**src/rtl/mult_seq_fast.sv**
```systemverilog
// Sequential A x B multiplier: one nonzero A-digit x B-word partial product per cycle,
// zero digits/words skipped, optional two's-complement mode with a final sign fix.
module mult_seq_fast #(
    parameter int A_WIDTH = 32,
    parameter int B_WIDTH = 32,
    parameter int A_DIG   = 8,
    parameter int B_DIG   = 16
) (
    input  logic                       clk,
    input  logic                       reset,
    input  logic                       start,
    input  logic                       is_signed,
    input  logic [A_WIDTH-1:0]         a,
    input  logic [B_WIDTH-1:0]         b,
    output logic                       busy,
    output logic                       done,
    output logic [A_WIDTH+B_WIDTH-1:0] product
);

    localparam int NA = A_WIDTH / A_DIG;
    localparam int NB = B_WIDTH / B_DIG;
    localparam int P  = A_WIDTH + B_WIDTH;

    typedef enum logic [1:0] {
        IDLE,
        MULT,
        FIX
    } state_t;

    state_t state, state_nxt;

    logic [A_WIDTH-1:0] a_mag, a_mag_in;
    logic [B_WIDTH-1:0] b_mag, b_mag_in;
    logic               neg;
    logic [NA-1:0]      a_mask, a_mask_in;
    logic [NA-1:0]      a_pend, a_pend_clr, a_pend_nxt;
    logic [NB-1:0]      b_mask_in, b_pend, b_pend_nxt;
    logic               has_pair, last_pair;
    int                 a_sh, b_sh;
    logic [A_DIG-1:0]   a_digit;
    logic [B_DIG-1:0]   b_word;
    logic [P-1:0]       partial, addend, product_neg;

    // The most-negative input negates to itself, which read unsigned is exactly 2^(W-1).
    assign a_mag_in = (is_signed && a[A_WIDTH-1]) ? (~a + A_WIDTH'(1)) : a;
    assign b_mag_in = (is_signed && b[B_WIDTH-1]) ? (~b + B_WIDTH'(1)) : b;

    // NOTE: every signal written in always_comb gets a default first, so no path can infer a latch.
    always_comb begin
        a_mask_in = '0;
        b_mask_in = '0;
        for (int i = 0; i < NA; i++) a_mask_in[i] = |a_mag_in[i*A_DIG +: A_DIG];
        for (int j = 0; j < NB; j++) b_mask_in[j] = |b_mag_in[j*B_DIG +: B_DIG];
    end

    assign has_pair = (|a_mask_in) && (|b_mask_in);

    // Lowest pending digit and lowest pending word name the pair being accumulated.
    always_comb begin
        a_sh = 0;
        b_sh = 0;
        for (int i = NA - 1; i >= 0; i--) if (a_pend[i]) a_sh = i * A_DIG;
        for (int j = NB - 1; j >= 0; j--) if (b_pend[j]) b_sh = j * B_DIG;
    end

    assign a_digit = A_DIG'(a_mag >> a_sh);
    assign b_word  = B_DIG'(b_mag >> b_sh);
    assign partial = P'(a_digit) * P'(b_word);
    assign addend  = partial << (a_sh + b_sh);

    // Retire the current digit; once a word's digits are exhausted, retire the word and
    // reload the digit list for the next word.
    assign a_pend_clr = a_pend & (a_pend - NA'(1));

    always_comb begin
        a_pend_nxt = a_pend_clr;
        b_pend_nxt = b_pend;
        if (a_pend_clr == '0) begin
            a_pend_nxt = a_mask;
            b_pend_nxt = b_pend & (b_pend - NB'(1));
        end
    end

    assign last_pair   = (b_pend_nxt == '0);
    assign product_neg = ~product + P'(1);

    always_comb begin
        state_nxt = state;
        unique case (state)
            IDLE:    if (start) state_nxt = has_pair ? MULT : FIX;
            MULT:    if (last_pair) state_nxt = FIX;
            FIX:     state_nxt = IDLE;
            default: state_nxt = IDLE;
        endcase
    end

    // NOTE: sequential state is updated with non-blocking assignments so every register
    // samples the pre-edge values regardless of statement order.
    always_ff @(posedge clk or posedge reset) begin
        if (reset) state <= IDLE;
        else       state <= state_nxt;
    end

    always_ff @(posedge clk or posedge reset) begin
        if (reset) begin
            a_mag   <= '0;
            b_mag   <= '0;
            neg     <= 1'b0;
            a_mask  <= '0;
            a_pend  <= '0;
            b_pend  <= '0;
            product <= '0;
            done    <= 1'b0;
        end else begin
            done <= (state == FIX);
            unique case (state)
                IDLE: begin
                    if (start) begin
                        a_mag   <= a_mag_in;
                        b_mag   <= b_mag_in;
                        neg     <= is_signed & (a[A_WIDTH-1] ^ b[B_WIDTH-1]);
                        a_mask  <= a_mask_in;
                        a_pend  <= a_mask_in;
                        b_pend  <= b_mask_in;
                        product <= '0;
                    end
                end
                MULT: begin
                    product <= product + addend;
                    a_pend  <= a_pend_nxt;
                    b_pend  <= b_pend_nxt;
                end
                FIX: begin
                    if (neg) product <= product_neg;
                end
                default: ;
            endcase
        end
    end

    assign busy = (state != IDLE);

endmodule

```
**config.mk**
```make
export PLATFORM = sky130hd
export DESIGN_NAME = mult_seq_fast
export DESIGN_NICKNAME = d
export VERILOG_FILES = /design/src/rtl/mult_seq_fast.sv
export SDC_FILE = /design/constraint.sdc
export NUM_CORES = 1
export LEC_CHECK = 0
export ABC_AREA = 1
export CAP_MARGIN = 10
export CORE_ASPECT_RATIO = 0.9
export CORE_MARGIN = 10
export CORE_UTILIZATION = 50
export CTS_CLUSTER_SIZE = 8
export DETAILED_ROUTE_END_ITERATION = 12
export PLACE_DENSITY_LB_ADDON = 0.08
export SLEW_MARGIN = 20
export SYNTH_ARGS = -nofsm -noshare
export SYNTH_HDL_FRONTEND = slang
export SYNTH_SLANG_ARGS = --single-unit
```
**constraint.sdc**
```tcl
create_clock -name clk -period 10.1 [get_ports clk]
set_clock_uncertainty 0.05 [all_clocks]
set_input_delay 2.02 -clock clk [delete_from_list [all_inputs] [get_ports clk]]
set_output_delay 2.02 -clock clk [all_outputs]
set_load 0.005 [all_outputs]
```
======== After elaboration in Yosys (flattened, before gate mapping) ========
Index checks and enable logic that the tools add are counted.
word-level totals
  logic and storage cells ................. 74
  output and inout bits ................... 66
  flip-flop bits (word level) ............. 142
  input port bits ......................... 68
cells by class
  multiply operators ...................... 1
  eq/ne operators ......................... 5
  reductions and logical operators ........ 21
  bitwise gates (word level) .............. 7
  shift-type cells ........................ 3
  $add $sub $neg .......................... 7
  mux-type cells .......................... 21
operators with widths
  cell                                                              count
  32-bit two-way mux                                                6
  64-bit case mux with 3 select lines                               1
  64-bit two-way mux                                                2
  32-bit by 1-bit adder with 32-bit output (second input constant)  2
  64-bit by 1-bit adder with 64-bit output (second input constant)  1
  64-bit adder                                                      1
  32-bit NOT                                                        2
  64-bit NOT                                                        1
  32-bit OR reduction                                               2
  24-bit by 32-bit left shift with 64-bit output                    1
  32-bit adder                                                      1
  16-bit OR reduction                                               2
  8-bit OR reduction                                                4
  32-bit by 32-bit right shift with 16-bit output                   1
  32-bit by 32-bit right shift with 8-bit output                    1
  8-bit by 16-bit multiplier with 24-bit output                     1
  2-bit two-way mux                                                 5
  5-bit two-way mux                                                 2
  4-bit two-way mux                                                 2
  2-bit case mux with 2 select lines                                2
  4-bit case mux with 2 select lines                                1
  2-bit != test (second input constant)                             3
  2-bit AND reduction                                               3
  4-bit bitwise AND                                                 1
  13 further kinds                                                  17

======== Logic depth before layout (Yosys ltp) ========
  word-level depth ........................ 9
  mapped depth ............................ 49
  gate-level depth less buffers ........... 47

======== Least setup slack after synthesis ========
Ideal clock, no wire load.
  path kind ............................... flip-flop to flip-flop
  start point ............................. register a_pend[2]
  end point ............................... register product[61]
  path slack .............................. 2879 ps
  clock period less this slack ............ 7221 ps
  cell stages (with the launch flop) ...... 46
  arrival ................................. 7054 ps
  required time ........................... 9933 ps
  setup time .............................. 117 ps
  path through ............................ dfrtp_1 > inv_1 > nand2_1 > a21oi_1 > inv_1 > buf_2 > buf_2 > nand2_1 > nand3_1 > nand2_1 > buf_2 > nor2_1 > fa_1 > fa_1 > fa_1 > inv_1 > fa_1 > inv_1 > [10 not listed] > o21ai_0 > o21ai_0 > nor2_1 > ha_1 > nand2_1 > nor2_1 > inv_1 > nor2_1 > inv_1 > nor4_1 > a21o_1 > nand3_1 > nand2_1 > nand2_1 > nand3_1 > nand2_1 > nand2_1 > nand2_1
on the way
  cells in the longest elaborated chain, start to end .. 8
  elaborated cells on any way between the ends .. 9
  classes of those cells .................. add/sub: 2; mul: 1; shift: 2; mux: 4
ends and longest elaborated chain
  element                                           line  source
  start, declared                                   36    logic [NA-1:0] a_pend, a_pend_clr, a_pend_nxt;
  start signal, assigned                            123   a_pend <= a_mask_in;
  start signal, assigned                            130   a_pend <= a_pend_nxt;
  32-bit two-way mux * (3 in a row)                 62    for (int i = NA - 1; i >= 0; i--) if (a_pend[i]) a_sh = i * A_DIG;
  32-bit by 32-bit right shift with 8-bit output    66    assign a_digit = A_DIG'(a_mag >> a_sh);
  8-bit by 16-bit multiplier with 24-bit output     68    assign partial = P'(a_digit) * P'(b_word);
  24-bit by 32-bit left shift with 64-bit output *  69    assign addend = partial << (a_sh + b_sh);
  64-bit adder *                                    129   product <= product + addend;
  64-bit case mux with 3 select lines *             116   unique case (state)
  end signal, assigned                              129
  end signal, assigned                              134   if (neg) product <= product_neg;
  end, declared                                     17    output logic [A_WIDTH+B_WIDTH-1:0] product
Mark *: on every way between the ends. The rest lies on a longest branch, timed or not.
A chain may end at the register's enable or synchronous reset.

======== Final worst setup path ========
  start point ............................. register a_pend[2]
  end point ............................... register product[52]
Same word-level chain as after synthesis.

==> results.yml <==
run_status:
  status: "complete, no violations"
finish:
  areaGrowthSynthToFinish_pct: 12.14
  layout_common_cells: "818 x nand2_1, 522 x nor2_1, 465 x inv_1, 271 x o21ai_0, 170 x a21oi_1"
  fill_cells: 3926
  mostFrequentLayoutCell: "nand2_1"
  stdcell_area_mm2: 0.02188
  antenna_cells: 0
  drive_gt1_share_pct: 3.571
  layout.nets: 3561
die:
  ios: 134
  rows: 68
  die_h_um: 207.4
  core-area_mm2: 0.03846
  die_area_mm2: 0.04734
  die_x_um: 228.2
  initial_core_util_pct: 50.74
critical_path:
  reg2reg_from: "a_pend[2]"
  cpPeakStageDelay_ns: 0.81
  regToRegSetupSlack_ns: 1.01
  cp-startpoint: "a_pend[2]"
  crit_fanout: 41
  cp-start-kind: "flip-flop"
  cp-end-kind: "flip-flop"
  crit_path_top_delay_cell: "o32ai_1"
  cp.arrival_ns: 9.45
  cpMostUsedCell: "nand2_1"
  cp_data_required_time_ns: 10.46
  setup.worst_path.class: "flip-flop to flip-flop"
placed_design:
  portBuffers: 133
  gp_routability_congestion: 1.048
  dpl.hpwl_um: 63310
  place_ws_ns: 1.272
  place_area_mm2: 0.02131
grt:
  track_usage_pct: 32.37
  grt_pass1_vias: 20910
  gr-total-overflow: 0
  grt_start_max_net_pins: 83
  antenna_found_initial: 0
  grt_pass1_wl_um: 120700
timing:
  max_slew_margin_pct: 34.82
  tightest_slew_ns: 0.9675
  timing_hold_violations_final: 0
  rsz0062_at_grt: "no"
  fin_crit_sh_pct: 89.99
  fin_ws_ns: 1.012
  slew_violations: 0
  finalSetupViolCount: 0
  hold_ws_ns: 0.4353
  period_minus_slack_ns: 9.088
  max_freq_mhz: 110.0
  finalSetupTns_ns: 0
cts:
  clkLatencyLatePin_ns: 0.49
  cts.sinks: 142
  ctsResizeCount: 0
  cts_setup_buffers: 0
  hold_buffers: 0
  cts_tree: "yes"
  cts_root_buffer: "clkbuf_16"
  ctsHtreeMaxLevel: 4
  cts_buffers: 17
  clk_pin_slew_worst_paths_ns: 0.07
  ctsLongestPathBuffers: 2
route:
  drt_wl_total_um: 78610
  ant_nets: 0
  vias_per_cell: 5.794
  drc_errors: 0
  num_vias: 22190
  wl_per_cell_um: 20.53
  dr.pass1.iters: 6
  drt_iter0_drc: 2975
logic_synthesis:
  synth_top_family_by_area: "simple AND/OR/NAND/NOR gates"
  yosys_warnings: 0
  synth_nets: 3472
  synth_cells: 3203
  syn_area_mm2: 0.01951
  synth_compound_area_share_pct: 15.58
  synth-seq-area-share_pct: 18.21
  ys_ff_latch: 142
  synthXorXnorAreaFrac_pct: 3.456
  synth.mux.area_fraction_pct: 0.3078
  yosys.area_share.simple_pct: 35.48
  synth_fa_ha_area_share_pct: 16.16
  avgSynthCellArea_um2: 6.092
  ys_types: 58
job:
  cap_violations: 0
hold_path:
  hold_path.class: "flip-flop to flip-flop"
  hp-start: "b_mag[5]"
cells by family after synthesis:
| kind of cell | count (synthesis) |
|---|---|
| buf+inv | 555 |
| flops | 142 |
| simple gates | 1665 |
| xor+xnor | 77 |
| mux | 6 |
| compound gates | 557 |
| fa+ha+maj | 201 |
path summary, 6_finish.rpt:
check / cells past startpoint / to
worst max-delay path: 38 / product[52]
worst min-delay path: 2 / b_mag[5]
worst max register to register: 38 / product[52]
worst min register to register: 2 / b_mag[5]
max in group asynchronous: 3 / b_mag[3]
min in group asynchronous: 2 / product[37]
synth_stat cells, drive strengths merged:
master   number  area, µm²
a211oi        2      15.01
a21boi        5      37.54
a21o         12      90.09
a21oi       171      855.8
a22o          5      43.79
a22oi         1      7.510
a31o          1      8.760
a31oi        21      131.4
a32o          1      10.01
a32oi         1      8.760
and2          3      18.77
and3          2      12.51
buf          27      126.4
clkbuf       51      191.4
clkinv        5      18.77
dfrtp       142       3553
fa           85       1702
ha          116       1451
inv         472       1772
mux2i         6      60.06
nand2       833       3167
nand3       164      845.8
nand3b        5      41.29
nand4        46      294.0
nor2        543       2136
nor3         46      257.8
nor4         10      68.81
o2111ai       1      8.760
o211ai        6      45.04
o21a          5      37.54
o21ai       289       1465
o21bai        8      60.06
o22ai        19      118.9
o2bb2ai       1      8.760
o311ai        2      17.52
o31ai         1      7.510
o32ai         4      35.03
o41ai         1      27.53
or2          13      81.33
xnor2        24      210.2
xor2         53      464.2
metrics by stage:
| step | cells | utilization [%] |
|---|---|---|
| floorplan | 3203 | - |
| global placement | 3798 | 55.42 |
| detailed placement | 3798 | 55.42 |
| CTS | 3829 | 56.89 |
| global route | 3829 | 56.90 |
| finish | 3829 | 56.90 |
layer usage:
metal	up-vias	wire length, µm	GRT usage, %
li1	10440	-	-
met1	10380	34460	45.56
met2	1222	32280	46.51
met3	148	9820	10.03
met4	0	2057	9.316
met5	-	0	0
cell type report:
cell class,count,area (µm²),area share [%]
Clock buffer,18,439.2,2.007
Tap cell,525,656.9,3.002
Multi-Input combinational cell,2506,13860,63.35
Inverter,477,1795,8.205
Timing Repair Buffer,148,1448,6.616
Clock inverter,13,127.6,0.5832
Sequential cell,142,3553,16.24
registers in the layout (all words and copies together) (netlist names):
name	count
product	64
a_mask	4
state	2
b_pend	2
b_mag	32
done	1
a_pend	4
neg	1
a_mag	32
critical path, delay by kind of cell, from the launching register on:
family                     cells  cell delay (ns)
adders and majority gates      6             2.97
AOI/OAI and AO/OA              9             2.53
and+or+nand+nor               15             1.84
buffers and inverters          7             0.98
DFF                            1             0.42
xor gates and xnor gates       1             0.19
Power is left out: the tool's default activity adds up to more than one toggle a clock period on the data nets, which glitch-free logic cannot reach.
